### config.mk
export PLATFORM = sky130hd
export DESIGN_NAME = bit_transmitter_flat
export DESIGN_NICKNAME = d
export VERILOG_FILES = /design/src/rtl/bit_transmitter_pkg.sv /design/src/rtl/bit_transmitter_if.sv /design/src/rtl/bit_transmitter_counter.sv /design/src/rtl/bit_transmitter.sv /design/src/flat_wrapper.sv
export SDC_FILE = /design/constraint.sdc
export NUM_CORES = 1
export LEC_CHECK = 0
export CORE_AREA = 10 10 47 49
export DETAILED_ROUTE_END_ITERATION = 6
export DIE_AREA = 0 0 57 59
export GPL_TIMING_DRIVEN = 0
export PLACE_DENSITY = 0.75
export SYNTH_ARGS = -nofsm -noshare
export SYNTH_HDL_FRONTEND = slang
export SYNTH_SLANG_ARGS = --single-unit
### constraint.sdc
create_clock -name clk -period 2 [get_ports clk]
set_input_delay 0.4 -clock clk [delete_from_list [all_inputs] [get_ports clk]]
set_output_delay 0.4 -clock clk [all_outputs]
set_load 0.1 [all_outputs]
### src/rtl/bit_transmitter_pkg.sv
// Shared constants and types for the counter-gated serial bit transmitter.
package bit_transmitter_pkg;

  localparam int unsigned CNT_W = 8;

  typedef logic [CNT_W-1:0] cnt_t;

  localparam cnt_t CNT_MAX = 8'hFF;
  localparam cnt_t CNT_RST = 8'h00;

  function automatic logic is_terminal(input cnt_t value);
    return value == CNT_MAX;
  endfunction

endpackage

### src/rtl/bit_transmitter_if.sv
// Control, data and status signals between a serial source and the transmitter.
interface bit_transmitter_if;
  import bit_transmitter_pkg::*;

  logic load;
  logic cnt_8_en;
  cnt_t parin_8_cnt;
  logic serIn;
  logic serOut;
  logic cout;
  cnt_t parout_8_cnt;

  modport master (
    output load, cnt_8_en, parin_8_cnt, serIn,
    input  serOut, cout, parout_8_cnt
  );

  modport slave (
    input  load, cnt_8_en, parin_8_cnt, serIn,
    output serOut, cout, parout_8_cnt
  );

endinterface

### src/rtl/bit_transmitter_counter.sv
// 8-bit loadable up-counter that saturates at its terminal value.
module up_counter_8
  import bit_transmitter_pkg::*;
(
  input  logic clk,
  input  logic rst,
  input  logic load,
  input  logic en,
  input  cnt_t parin,
  output cnt_t parout,
  output logic co
);

  cnt_t count;

  always_ff @(posedge clk) begin
    if (rst) begin
      count <= CNT_RST;
    end else if (load) begin
      count <= parin;
    end else if (en && !is_terminal(count)) begin
      count <= count + cnt_t'(1);
    end
  end

  assign parout = count;
  assign co     = is_terminal(count);

endmodule

### src/rtl/bit_transmitter.sv
// Passes serial bits straight through while the counter window is open.
module bit_transmitter
  import bit_transmitter_pkg::*;
(
  input logic              clk,
  input logic              rst,
  bit_transmitter_if.slave bus
);

  cnt_t count;
  logic co;
  logic active;

  up_counter_8 u_counter (
    .clk    (clk),
    .rst    (rst),
    .load   (bus.load),
    .en     (bus.cnt_8_en),
    .parin  (bus.parin_8_cnt),
    .parout (count),
    .co     (co)
  );

  // Window is judged on the registered count, so load does not gate serOut.
  assign active           = bus.cnt_8_en && !co;
  assign bus.serOut       = active ? bus.serIn : 1'b0;
  assign bus.cout         = co;
  assign bus.parout_8_cnt = count;

endmodule

### src/flat_wrapper.sv
// flat-port wrapper written by rule: the top's interface ports become plain ports
module bit_transmitter_flat import bit_transmitter_pkg::*;
  (clk, rst, bus_load, bus_cnt_8_en, bus_parin_8_cnt, bus_serIn, bus_serOut, bus_cout, bus_parout_8_cnt);
  bit_transmitter_if bus_i ();
  input logic clk;
  input logic rst;
  input wire logic [$bits(bus_i.load)-1:0] bus_load;
  input wire logic [$bits(bus_i.cnt_8_en)-1:0] bus_cnt_8_en;
  input wire logic [$bits(bus_i.parin_8_cnt)-1:0] bus_parin_8_cnt;
  input wire logic [$bits(bus_i.serIn)-1:0] bus_serIn;
  output wire logic [$bits(bus_i.serOut)-1:0] bus_serOut;
  output wire logic [$bits(bus_i.cout)-1:0] bus_cout;
  output wire logic [$bits(bus_i.parout_8_cnt)-1:0] bus_parout_8_cnt;
  assign bus_i.load = bus_load;
  assign bus_i.cnt_8_en = bus_cnt_8_en;
  assign bus_i.parin_8_cnt = bus_parin_8_cnt;
  assign bus_i.serIn = bus_serIn;
  assign bus_serOut = bus_i.serOut;
  assign bus_cout = bus_i.cout;
  assign bus_parout_8_cnt = bus_i.parout_8_cnt;
  bit_transmitter u_core (.clk(clk), .rst(rst), .bus(bus_i));
endmodule
==> tab_implementation.tex <==
\begin{tabular}{lr}
\hline
Metric & Value \\
\hline
\multicolumn{2}{l}{\textbf{Final layout}} \\
\quad Most frequent cells in the layout & sky130\_fd\_sc\_hd\_\_clkdlybuf4s50\_1, sky130\_fd\_sc\_hd\_\_nor2\_1, sky130\_fd\_sc\_hd\_\_dlygate4sd2\_1 \\
\quad Area occupied by multi-input gates & 314 sq um \\
\quad Area Growth Syn to Fin & 64.5\% \\
\quad Fillcell total & 148 \\
\quad Commonest non-fill, non-tap cell in the layout & sky130\_fd\_sc\_hd\_\_clkdlybuf4s50\_1 \\
\quad Nets@finish & 104 \\
\quad Ratio of cells with drive above 1 in the final layout & 0.258 \\
\quad Max FFs per register & 8 \\
\quad Finished Cell Area & 782 sq um \\
\quad Total area of sequential cells & about 180 sq um \\
\quad Antenna cells & 0 \\
\multicolumn{2}{l}{\textbf{Logic synthesis}} \\
\quad Sequential-to-total area share from yosys stat & 0.337 \\
\quad Number of warnings printed during yosys synthesis & 0 \\
\quad Share of cell area taken by muxes after synthesis & 0.0211 \\
\quad Synthesized instance count & 62 \\
\quad Number of flip-flops and latches in the synthesized netlist & 8 \\
\quad Area share of and/or/nand/nor cells after synthesis & 0.263 \\
\quad Synth Area in Compound Gates & 0.268 \\
\quad Combinational family with the most area after synthesis & compound AO/OA/AOI/OAI gates \\
\quad Xor and xnor area share after synthesis & 0.0184 \\
\quad Adder-cell share of the synthesized area & 0.0263 \\
\quad Average cell area after synthesis & 7.67 sq um \\
\quad Netlist cell types & 26 \\
\quad Area of the mapped netlist & between 400 and 500 sq um \\
\quad Nets in the synthesized netlist & 76 \\
\multicolumn{2}{l}{\textbf{Setup path}} \\
\quad Buffer and inverter count on the worst path & 1 \\
\quad Top delay family on crit path & buffers and inverters \\
\quad WP data arrival & 1.53 ns \\
\quad CP required & 1.60 ns \\
\quad Maximum fanout count along the critical path & 7 \\
\quad Category of the most critical setup path & flip-flop to primary output \\
\quad Worst path cell trace & dlygate4sd2\_1 \\
\quad Category of the worst setup path launch point & flip-flop \\
\quad Crit. End Element & primary output \\
\quad Biggest cell delay along the critical path & $\sim$0.9 ns \\
\quad Worst-case register-to-register setup slack & 0.49 ns \\
\quad Highest-delay cell along the critical path & sky130\_fd\_sc\_hd\_\_dlygate4sd2\_1 \\
\multicolumn{2}{l}{\textbf{Die}} \\
\quad Total core area & 1400 sq um \\
\quad Die height & approximately 60 um \\
\quad Total die area & 3360 sq um \\
\quad Starting Density & 0.339 \\
\quad I/O pin count & 23 \\
\quad Standard-cell row count & 14 \\
\quad Die outline width & 57 um \\
\multicolumn{2}{l}{\textbf{Timing}} \\
\quad Final Hold Fails & 0 \\
\quad Slew HR & 0.357 \\
\quad Post-layout minimum cycle time & 1.93 ns \\
\quad Count of endpoints failing setup in the final report & 0 \\
\quad Slew at the pin closest to its max-slew limit & 0.968 ns \\
\quad Skew final & 0.00561 ns \\
\quad Slew Limit Fails & 0 \\
\quad Share of the clock period used by the worst path after layout & 0.963 \\
\quad Setup repair after global routing missed its margin & no \\
\quad Worst Hold Slack & roughly 0.48 ns \\
\quad Max Freq & 0.519 GHz \\
\multicolumn{2}{l}{\textbf{Detailed routing}} \\
\quad Per-cell routed wire length & about 13 um \\
\quad Starting DRT DRC Count & 10 \\
\quad Remaining antenna violation count & 0 \\
\quad Drt first pass iters & 4 \\
\quad Detailed-route wire length & around 1400 um \\
\quad Via total after detailed routing & 554 \\
\quad Vias per std cell & 5.28 \\
\quad Drc violations & 0 \\
\multicolumn{2}{l}{\textbf{Placement}} \\
\quad Placement-stage cell area & 743 sq um \\
\quad Detailed-placement wirelength estimate & 1080 um \\
\quad Quantity of I/O buffers inserted on ports & 21 \\
\quad Placer Congestion & 0.773 \\
\multicolumn{2}{l}{\textbf{Hold path}} \\
\quad Type of the tightest min-delay check & flip-flop to flip-flop \\
\multicolumn{2}{l}{\textbf{GRT}} \\
\quad Pin count of the biggest net entering global routing & 11 \\
\quad Overall fraction of global-route tracks in use & 0.0858 \\
\quad Grt total ovfl & 0 \\
\quad Initial antenna violation count & 0 \\
\quad First-pass GRT wire length & roughly 2400 um \\
\quad Number of global-route vias before repair & 582 \\
\multicolumn{2}{l}{\textbf{Clocking}} \\
\quad CTS Root Cell & sky130\_fd\_sc\_hd\_\_clkbuf\_4 \\
\quad TritonCTS Sinks & 8 \\
\quad Insertion delay to the later sink of the worst-skew pair & 0.26 ns \\
\quad Clock transition at path regs & about 0.050 ns \\
\quad CTS Hold Buffers Added & 0 \\
\quad Level count of the clock H-tree & 1 \\
\quad Clock tree from TritonCTS & yes \\
\quad Cts bufs inserted & 3 \\
\quad Number of buffers between clock root and the deepest sink & 2 \\
\multicolumn{2}{l}{\textbf{Pwr}} \\
\quad Sum of internal, switching and leakage power & 0.000506 W \\
\quad Leakage power & 0.324 nW \\
\quad Maximum resistive drop on vdd & $\sim$0.00035 V \\
\quad Pwr/cell area & 647 nW/um\^{}2 \\
\multicolumn{2}{l}{\textbf{Status}} \\
\quad Run status & completed \\
\multicolumn{2}{l}{\textbf{Flow run}} \\
\quad Max-cap violation count & 0 \\
\hline
\end{tabular}
[cells in the mapped netlist]
| library cell | n | area share |
|---|---|---|
| sky130_fd_sc_hd__a221o_1 | 1 | 0.021 |
| sky130_fd_sc_hd__a2111oi_0 | 1 | 0.018 |
| sky130_fd_sc_hd__nand4_1 | 4 | 0.053 |
| sky130_fd_sc_hd__o21ai_1 | 1 | 0.011 |
| sky130_fd_sc_hd__nor2_1 | 11 | 0.087 |
| sky130_fd_sc_hd__xor2_1 | 1 | 0.018 |
| sky130_fd_sc_hd__o21ai_2 | 1 | 0.018 |
| sky130_fd_sc_hd__nor3b_1 | 1 | 0.016 |
| sky130_fd_sc_hd__inv_1 | 6 | 0.047 |
| sky130_fd_sc_hd__a211oi_2 | 1 | 0.026 |
| sky130_fd_sc_hd__ha_1 | 1 | 0.026 |
| sky130_fd_sc_hd__or3_1 | 1 | 0.013 |
| sky130_fd_sc_hd__buf_1 | 1 | 0.0079 |
| sky130_fd_sc_hd__nand2_1 | 3 | 0.024 |
| sky130_fd_sc_hd__nand3_1 | 3 | 0.032 |
| sky130_fd_sc_hd__a31oi_1 | 2 | 0.026 |
| sky130_fd_sc_hd__a211oi_1 | 1 | 0.016 |
| sky130_fd_sc_hd__buf_2 | 1 | 0.011 |
| sky130_fd_sc_hd__nor3_1 | 2 | 0.021 |
| sky130_fd_sc_hd__a21oi_1 | 6 | 0.063 |
| sky130_fd_sc_hd__dfxtp_1 | 8 | 0.34 |
| sky130_fd_sc_hd__mux2i_1 | 1 | 0.021 |
| sky130_fd_sc_hd__o31ai_1 | 1 | 0.016 |
| sky130_fd_sc_hd__a221oi_2 | 1 | 0.032 |
| sky130_fd_sc_hd__and4_1 | 1 | 0.018 |
| sky130_fd_sc_hd__o311a_1 | 1 | 0.021 |
[area by class of cell]
| type | count | area share |
|---|---|---|
| Buffer | 2 | 0.0112 |
| Clock buffer | 4 | 0.0336 |
| Inverter | 6 | 0.0288 |
| Multi-Input combinational cell | 46 | 0.402 |
| Sequential cell | 8 | 0.230 |
| Tap cell | 16 | 0.0256 |
| Timing Repair Buffer | 23 | 0.269 |
[metrics by stage]
step | setup slack (ns) | util | std cells | TNS, ns
floorplan | 0.00197 | - | 62 | 0
global placement | -0.730 | 0.530 | 99 | -1.16
detailed placement | -0.723 | 0.530 | 99 | -1.16
CTS | 0.0305 | 0.538 | 103 | 0
global route | 0.0352 | 0.558 | 105 | 0
finish | 0.0750 | 0.558 | 105 | 0
[final timing paths]
kind	to	cells after the start	from
max	bus_parout_8_cnt[2]	1	u_core.u_counter.parout[2]$_SDFFE_PP0P_
min	u_core.u_counter.parout[4]$_SDFFE_PP0P_	1	u_core.u_counter.parout[4]$_SDFFE_PP0P_
min reg2reg	u_core.u_counter.parout[4]$_SDFFE_PP0P_	1	u_core.u_counter.parout[4]$_SDFFE_PP0P_
max reg2reg	u_core.u_counter.parout[1]$_SDFFE_PP0P_	6	u_core.u_counter.parout[0]$_SDFFE_PP0P_
[cells by family (layout without fill, tap and decap cells)]
| logic type | count (synthesis) | after routing |
|---|---|---|
| multiplexers | 1 | 1 |
| buffers and inverters | 8 | 35 |
| AO/OA/AOI/OAI | 17 | 17 |
| AND/OR/NAND/NOR | 26 | 26 |
| XOR/XNOR | 1 | 1 |
| flip-flops | 8 | 8 |
| adder cells (fa/ha/maj) | 1 | 1 |
[worst register-to-register path: cells and delay by family, from the launching register on]
| family | cells | cell delay, ns |
|---|---|---|
| compound gates | 2 | 0.31 |
| fa+ha+maj | 1 | 0.22 |
| buf+inv | 1 | 0.15 |
| flops | 1 | 0.36 |
| mux | 1 | 0.20 |
| simple gates | 1 | 0.14 |
[metal layers]
layer | track usage | up-vias | share of wire
li1 | - | 286 | -
met3 | 0.0408 | 2 | 0.090
met2 | 0.133 | 17 | 0.43
met1 | 0.100 | 249 | 0.47
met4 | 0.0302 | 0 | 0.012
met5 | 0 | - | 0
[power by group]
part           leakage (nW)  switching (W)  total (W)  internal (W)
Combinational         0.239       0.000127   0.000180     0.0000531
Clock                0.0150      0.0000597   0.000136     0.0000766
Sequential           0.0701      0.0000176   0.000189      0.000172
[timing repair]
| action | in CTS | in global routing |
|---|---|---|
| gates resized for setup | 20 | 2 |
| setup endpoints to repair | 10 | 1 |
| buffers inserted | 0 | 2 |
| endpoints found under the hold margin | 0 | 0 |
| pin swaps | 0 | 1 |
Power figures use the tool's default switching activity.
